<file path="src/rtl/hs_channel_buf.sv">
// Valid/ready channel buffer: a DEPTH-entry circular FIFO with registered handshake outputs,
// optional dropping of all-zero beats and a wrapping count of downstream transfers.
module hs_channel_buf #(
  parameter int unsigned DATA_W    = 32,
  parameter int unsigned DEPTH     = 4,
  parameter int unsigned DROP_ZERO = 0,
  localparam int unsigned AW       = $clog2(DEPTH)
) (
  input  logic              clk,
  input  logic              reset,
  input  logic              s_valid,
  input  logic [DATA_W-1:0] s_data,
  output logic              s_ready,
  output logic              m_valid,
  output logic [DATA_W-1:0] m_data,
  input  logic              m_ready,
  output logic [AW:0]       count,
  output logic [15:0]       xfer_cnt
);

  localparam logic [AW:0]   CntFull = (AW+1)'(DEPTH);
  localparam logic [AW:0]   CntOne  = (AW+1)'(1);
  localparam logic [AW-1:0] PtrOne  = AW'(1);

  logic [DATA_W-1:0] r_mem [DEPTH];
  logic [AW-1:0]     r_wr_ptr, w_wr_ptr;
  logic [AW-1:0]     r_rd_ptr, w_rd_ptr;
  logic [AW:0]       r_count, w_count;
  logic [15:0]       r_xfer, w_xfer;
  // Held low through reset so s_ready stays 0 until the first edge after release.
  logic              r_live;
  logic              w_in_hs, w_out_hs, w_store;

  assign s_ready  = r_live && (r_count != CntFull);
  assign m_valid  = (r_count != '0);
  // Gated so unwritten storage never leaks X onto the output.
  assign m_data   = m_valid ? r_mem[r_rd_ptr] : '0;
  assign count    = r_count;
  assign xfer_cnt = r_xfer;

  assign w_in_hs  = s_valid && s_ready;
  assign w_out_hs = m_valid && m_ready;
  assign w_store  = w_in_hs && ((DROP_ZERO == 0) || (s_data != '0));

  always_comb begin
    w_wr_ptr = r_wr_ptr;
    w_rd_ptr = r_rd_ptr;
    w_count  = r_count;
    w_xfer   = r_xfer;
    if (w_store) begin
      w_wr_ptr = r_wr_ptr + PtrOne;
    end
    if (w_out_hs) begin
      w_rd_ptr = r_rd_ptr + PtrOne;
      w_xfer   = r_xfer + 16'd1;
    end
    unique case ({w_store, w_out_hs})
      2'b10:   w_count = r_count + CntOne;
      2'b01:   w_count = r_count - CntOne;
      default: w_count = r_count;
    endcase
  end

  always_ff @(posedge clk or negedge reset) begin
    if (!reset) begin
      r_wr_ptr <= '0;
      r_rd_ptr <= '0;
      r_count  <= '0;
      r_xfer   <= '0;
      r_live   <= 1'b0;
    end else begin
      r_wr_ptr <= w_wr_ptr;
      r_rd_ptr <= w_rd_ptr;
      r_count  <= w_count;
      r_xfer   <= w_xfer;
      r_live   <= 1'b1;
    end
  end

  always_ff @(posedge clk) begin
    if (w_store) begin
      r_mem[r_wr_ptr] <= s_data;
    end
  end

endmodule

</file>
<file path="config.mk">
export PLATFORM = sky130hd
export DESIGN_NAME = hs_channel_buf
export DESIGN_NICKNAME = d
export VERILOG_FILES = /design/src/rtl/hs_channel_buf.sv
export SDC_FILE = /design/constraint.sdc
export NUM_CORES = 1
export LEC_CHECK = 0
export BUFFER_PORTS_ARGS = -buffer_cell sky130_fd_sc_hd__buf_4
export CAP_MARGIN = 15
export CORE_MARGIN = 1
export CORE_UTILIZATION = 30
export CTS_CLUSTER_SIZE = 40
export DETAILED_ROUTE_END_ITERATION = 8
export PLACE_DENSITY_LB_ADDON = 0.1
export SYNTH_ARGS = -nofsm -noshare
export SYNTH_HDL_FRONTEND = slang
export SYNTH_SLANG_ARGS = --single-unit
</file>
<file path="constraint.sdc">
create_clock -name clk -period 2 [get_ports clk]
set_clock_uncertainty 0.15 [all_clocks]
set_input_delay 0.4 -clock clk [delete_from_list [all_inputs] [get_ports clk]]
set_output_delay 0.4 -clock clk [all_outputs]
set_load 0.005 [all_outputs]
</file>
Word-level counts from Yosys, hierarchy flattened
Memories as Yosys holds them, arrays and structs flattened. Cells that the tools add are included.

$add $sub $neg: 5. Eq/ne operators: 3. Muxes and demuxes: 4. Reduce and logical (&&, ||, !) cells: 5.

Operator list (count): $mux 32 (1); $add 16x1->16 const B (1); $pmux 3 s2 (1); $add 2x1->2 const B (2); $add 3x1->3 const B (1); $logic_and 1x1->1 (3); $ne 3x3->1 const B (1); $reduce_bool 3->1 (1); $sub 3x1->3 const B (1); $eq 2x1->1 const B (1); $eq 2x2->1 const B (1); $mux 1 (2); $reduce_bool 2->1 (1).

Flip-flop bits (word level): 24. Bits in writable memories: 128. Bits of input ports: 36. Logic and storage cells: 23. Memories kept: 1.

Memory list: r_mem (words 4, width 32, rd ports 1, clocked after memory_dff 0, write ports 1, RTL line 25) `logic [DATA_W-1:0] r_mem [DEPTH];`.

Logic depth before layout (Yosys ltp)
Depth after elaboration: 5. Depth in mapped cells: 10. Mapped depth without buffers: 10.

Least setup slack after synthesis
No wires, ideal clock.

Path kind: flip-flop to flip-flop. Start: reg r_count[0] (netlist: count[0]). End: mem r_mem[0][0] (enable). Library setup time: 0.392 ns. Arrival: 1.705 ns. Required time: 1.458 ns. Setup slack: -0.247 ns. Stages on the path, launching flop included: 4. Period minus slack after synthesis: 2.247 ns. Cells stage by stage: dfrtp_1 > inv_1 > a31oi_2 > and3_1.

Cells in the longest elaborated chain, start to end: 5.

RTL lines: from (decl) (RTL line 28) `logic [AW:0] r_count, w_count;`; from (signal assigned) (RTL line 74) `r_count <= w_count;`; $ne 3x3->1 (RTL line 34) `assign s_ready = r_live && (r_count != CntFull);`; $logic_and 1x1->1 (RTL line 34); via s_ready (RTL line 13) `output logic s_ready,`; $logic_and 1x1->1 (RTL line 41) `assign w_in_hs = s_valid && s_ready;`; $mux 1 (RTL line 81) `if (w_store) begin`; $mux 1 (not written as such) (RTL line 82) `r_mem[r_wr_ptr] <= s_data;`; to (decl) (RTL line 25).

The timed path passes the listed nets, and every way through them passes these cells.

Final worst setup path
Start: reg r_rd_ptr[0]. End: out m_data[24].

Cells in the longest elaborated chain, start to end: 2.

RTL lines: from (decl) (RTL line 27) `logic [AW-1:0] r_rd_ptr, w_rd_ptr;`; from (signal assigned) (RTL line 73) `r_rd_ptr <= w_rd_ptr;`; $mem_v2 4x32; $mux 32 (RTL line 37) `assign m_data = m_valid ? r_mem[r_rd_ptr] : '0;`; to (decl) (RTL line 15) `output logic [DATA_W-1:0] m_data,`.

No other way between the ends.

==> flow_summary.yaml <==
status:
  status: "complete, but fails checks"
  violations: "negative setup slack"
synthesis:
  synth_nets: 351
  yosysTopAreaCellShare_pct: 63.77
  synth_area_leaders: "edfxtp_1 64%, mux4_2 12%, dfrtp_1 10%"
  ys_ff_latch: 152
  netlist_area_um2: 6027
  yosysWarnings: 0
  ys_types: 33
  netlist_instances: 308
  seq_area_frac_synth_pct: 73.74
  avgSynthCellArea_um2: 19.57
  synth_largest_area_cell: "edfxtp_1"
sta:
  fin_crit_ps: 2391
  setup_ws_ps: -391.2
  fin_tns_setup_ps: -11870
  rsz0062_at_grt: "yes"
  finalHoldViolCount: 0
  period_share_pct: 119.6
  setup_viol: 33
  timing.fmax_mhz: 418.2
  slew_violations: 0
cts:
  cts_tree: "built"
  clk_latency_ps: 420
  clockBufferDepth: 2
  cts.sinks: 152
  path_clk_slew_ps: 60
  htreeDepth: 4
  root_buffer: "clkbuf_16"
  numCtsBuffers: 17
global_route:
  grt_pass1_wl_um: 19070
  antenna_found_initial: 0
  track_usage_pct: 13.18
  grt_pass1_vias: 3334
  grt-ovfl-total: 0
  grt_max_degree: 25
floorplanning:
  rows: 51
  die-area_um2: 20660
  core_area_um2: 19590
  ioPinCount: 89
  die_w_um: 143.7
  start_util_pct: 30.77
  die_height_um: 143.7
placed_design:
  post-dp-hpwl_um: 7995
  portBuffers: 88
  placed_area_um2: 7284
  gp_congestion: 0.6716
  pre_cts_ws_ps: -25.41
worst_hold_path:
  holdPathEnd: "r_mem[1][3]"
  min-delay-start: "s_data[3]"
  hold_path.class: "in -> reg"
  holdPathStages: 1
finish:
  drive_gt1_share_pct: 52.11
  nFillCells: 1805
  final_core_util_pct: 42.01
  area_growth_pct: 36.56
  seq_area_um2: 4449
  final_nets: 481
  fin_area_um2: 8230
  multiInputGateArea_um2: 1579
  insertedDiodeCount: 0
detailed_routing:
  wl_per_cell_um: 17.49
  vias_per_cell: 4.411
  route.detailed.drc: 0
  firstDrtPassIters: 4
  ant_nets: 0
  vias: 3158
  drt-total-wl_um: 12520
  drtIter0Drc: 115
pwr:
  power.total_mw: 12.04
  p_leak_nw: 3.064
  ir_drop_mv: 0.5226
  p_per_area_nw_per_um2: 1463
worst_setup_path:
  reg2reg_slack_ps: 20
  end_kind: "primary output"
  crit_fanout: 6
  critPathLaunchType: "flip-flop"
  path_common_cell: "buf_4"
  worstPathCellList: "buf_4 > buf_16 > mux4_2 > and2_1 > buf_4"
  critPathKind: "reg -> out"
  crit_arrival_ps: 1840
  r2r-start: "count[1]"
  slowest_stage: "mux4_2"
  max_stage_delay_ps: 480
  reg2reg_depth: 11
  cp.required_ps: 1450
  r2r-end: "count[2]"
flow_run:
  drv_cap: 0
==> state kept, by name (all words and copies together) (netlist names) <==
name,flops
r_rd_ptr,2
r_wr_ptr,2
r_mem,128
r_live,1
count,3
xfer_cnt,16
==> stage by stage <==
| stage | hold WS (ps) | cells |
|---|---|---|
| 3_5_place_dp | 183.9 | 675 |
| 4_1_cts | 6.760 | 714 |
| 5_1_grt | 13.66 | 716 |
| 6_report | 29.31 | 716 |
| 3_3_place_gp | 184.9 | 675 |
| 2_1_floorplan | -45.59 | 308 |
==> power breakdown <==
group          leakage [nW]  internal [mW]  switching (mW)  total (mW)
Clock                 0.291           2.09            1.25        3.35
Sequential             1.46           3.89           0.215        4.10
Combinational          1.31           2.89            1.71        4.60
Total                  3.06           8.87            3.18        12.0
==> timing repair <==
action | 4_1_cts | 5_1_grt
endpoints found under the setup margin | 34 | 36
hold endpoints to repair | 24 | 0
setup buffers | 5 | 2
gates cloned | 1 | 0
gates resized for setup | 53 | 14
pin swaps | 13 | 7
hold buffers | 1 | 0
==> layout make-up <==
cell class,instances,share of cell area (%)
clock buffer,18,5.214
clock inverter,14,2.402
inverter,9,0.4713
multi-input combinational,135,19.19
sequential,152,54.06
tap,265,4.029
timing repair buffer,123,14.64
==> kinds of logic (layout without fill, tap and decap cells) <==
group	Yosys count	after routing	synth area share (%)
compound gates	2	2	0.5605
xor+xnor	21	21	3.052
fa+ha+maj	7	7	1.578
buf+inv	21	164	1.827
flops	152	152	73.74
mux	34	34	12.31
other cells	1	1	0.06222
simple gates	70	70	6.872
==> layer usage <==
metal	global-route usage [%]	share of wire (%)	up-vias
li1	-	-	1447
met1	17.31	46	1625
met2	20.80	49	74
met3	3.432	3.2	12
met4	5.207	1.3	0
met5	0	0	-
==> cells in the final DEF (no fill, tap or decap), types with 4 or more instances in the layout <==
cell type / instances
clkbuf_16: 17
xnor2_1: 12
bufinv_16: 4
buf_4: 80
ha_1: 5
clkinvlp_4: 4
nand4_1: 5
dfrtp_2: 4
and2_4: 27
mux4_2: 32
and3_2: 4
buf_12: 12
edfxtp_1: 128
buf_6: 29
nand2_1: 11
and2_1: 6
xor2_1: 9
inv_1: 4
dfrtp_1: 20
nor2_1: 4
==> critical path, delay by kind of cell (launching register included) <==
kind | cells | cell delay, ps
and+or+nand+nor | 1 | 170
muxes | 1 | 480
buffers and inverters | 3 | 400
DFF | 1 | 380
==> synthesized netlist by cell type <==
library cell  instances
inv_2                 1
and3_1                5
conb_1                1
ha_1                  6
nor3_2                2
buf_6                 3
inv_1                 8
and2_1               32
mux4_2               32
nand3_1               2
mux2_2                1
and3_4                1
fa_1                  1
nor3_1                2
nand4_1               5
dfrtp_1              24
nor3b_1               1
edfxtp_1            128
xnor2_1              12
and2_2                1
nor2_1                4
or3_1                 1
a31oi_2               1
o31ai_4               1
buf_4                 1
buf_2                 4
nand2_1              11
nand3_2               1
nor4_1                1
xor2_1                9
clkbuf_1              4
mux2i_1               1
or2_1                 1
==> worst max path at each step <==
stage / startpoint / to / cells past startpoint
2_1_floorplan: count[0] / count[2] / 10
3_3_place_gp: r_rd_ptr[0] / m_data[31] / 4
3_5_place_dp: r_rd_ptr[0] / m_data[15] / 4
4_1_cts: r_rd_ptr[0] / m_data[9] / 5
5_1_grt: r_rd_ptr[0] / m_data[9] / 5
6_report: r_rd_ptr[0] / m_data[24] / 5
(Power assumes the default switching activity.)
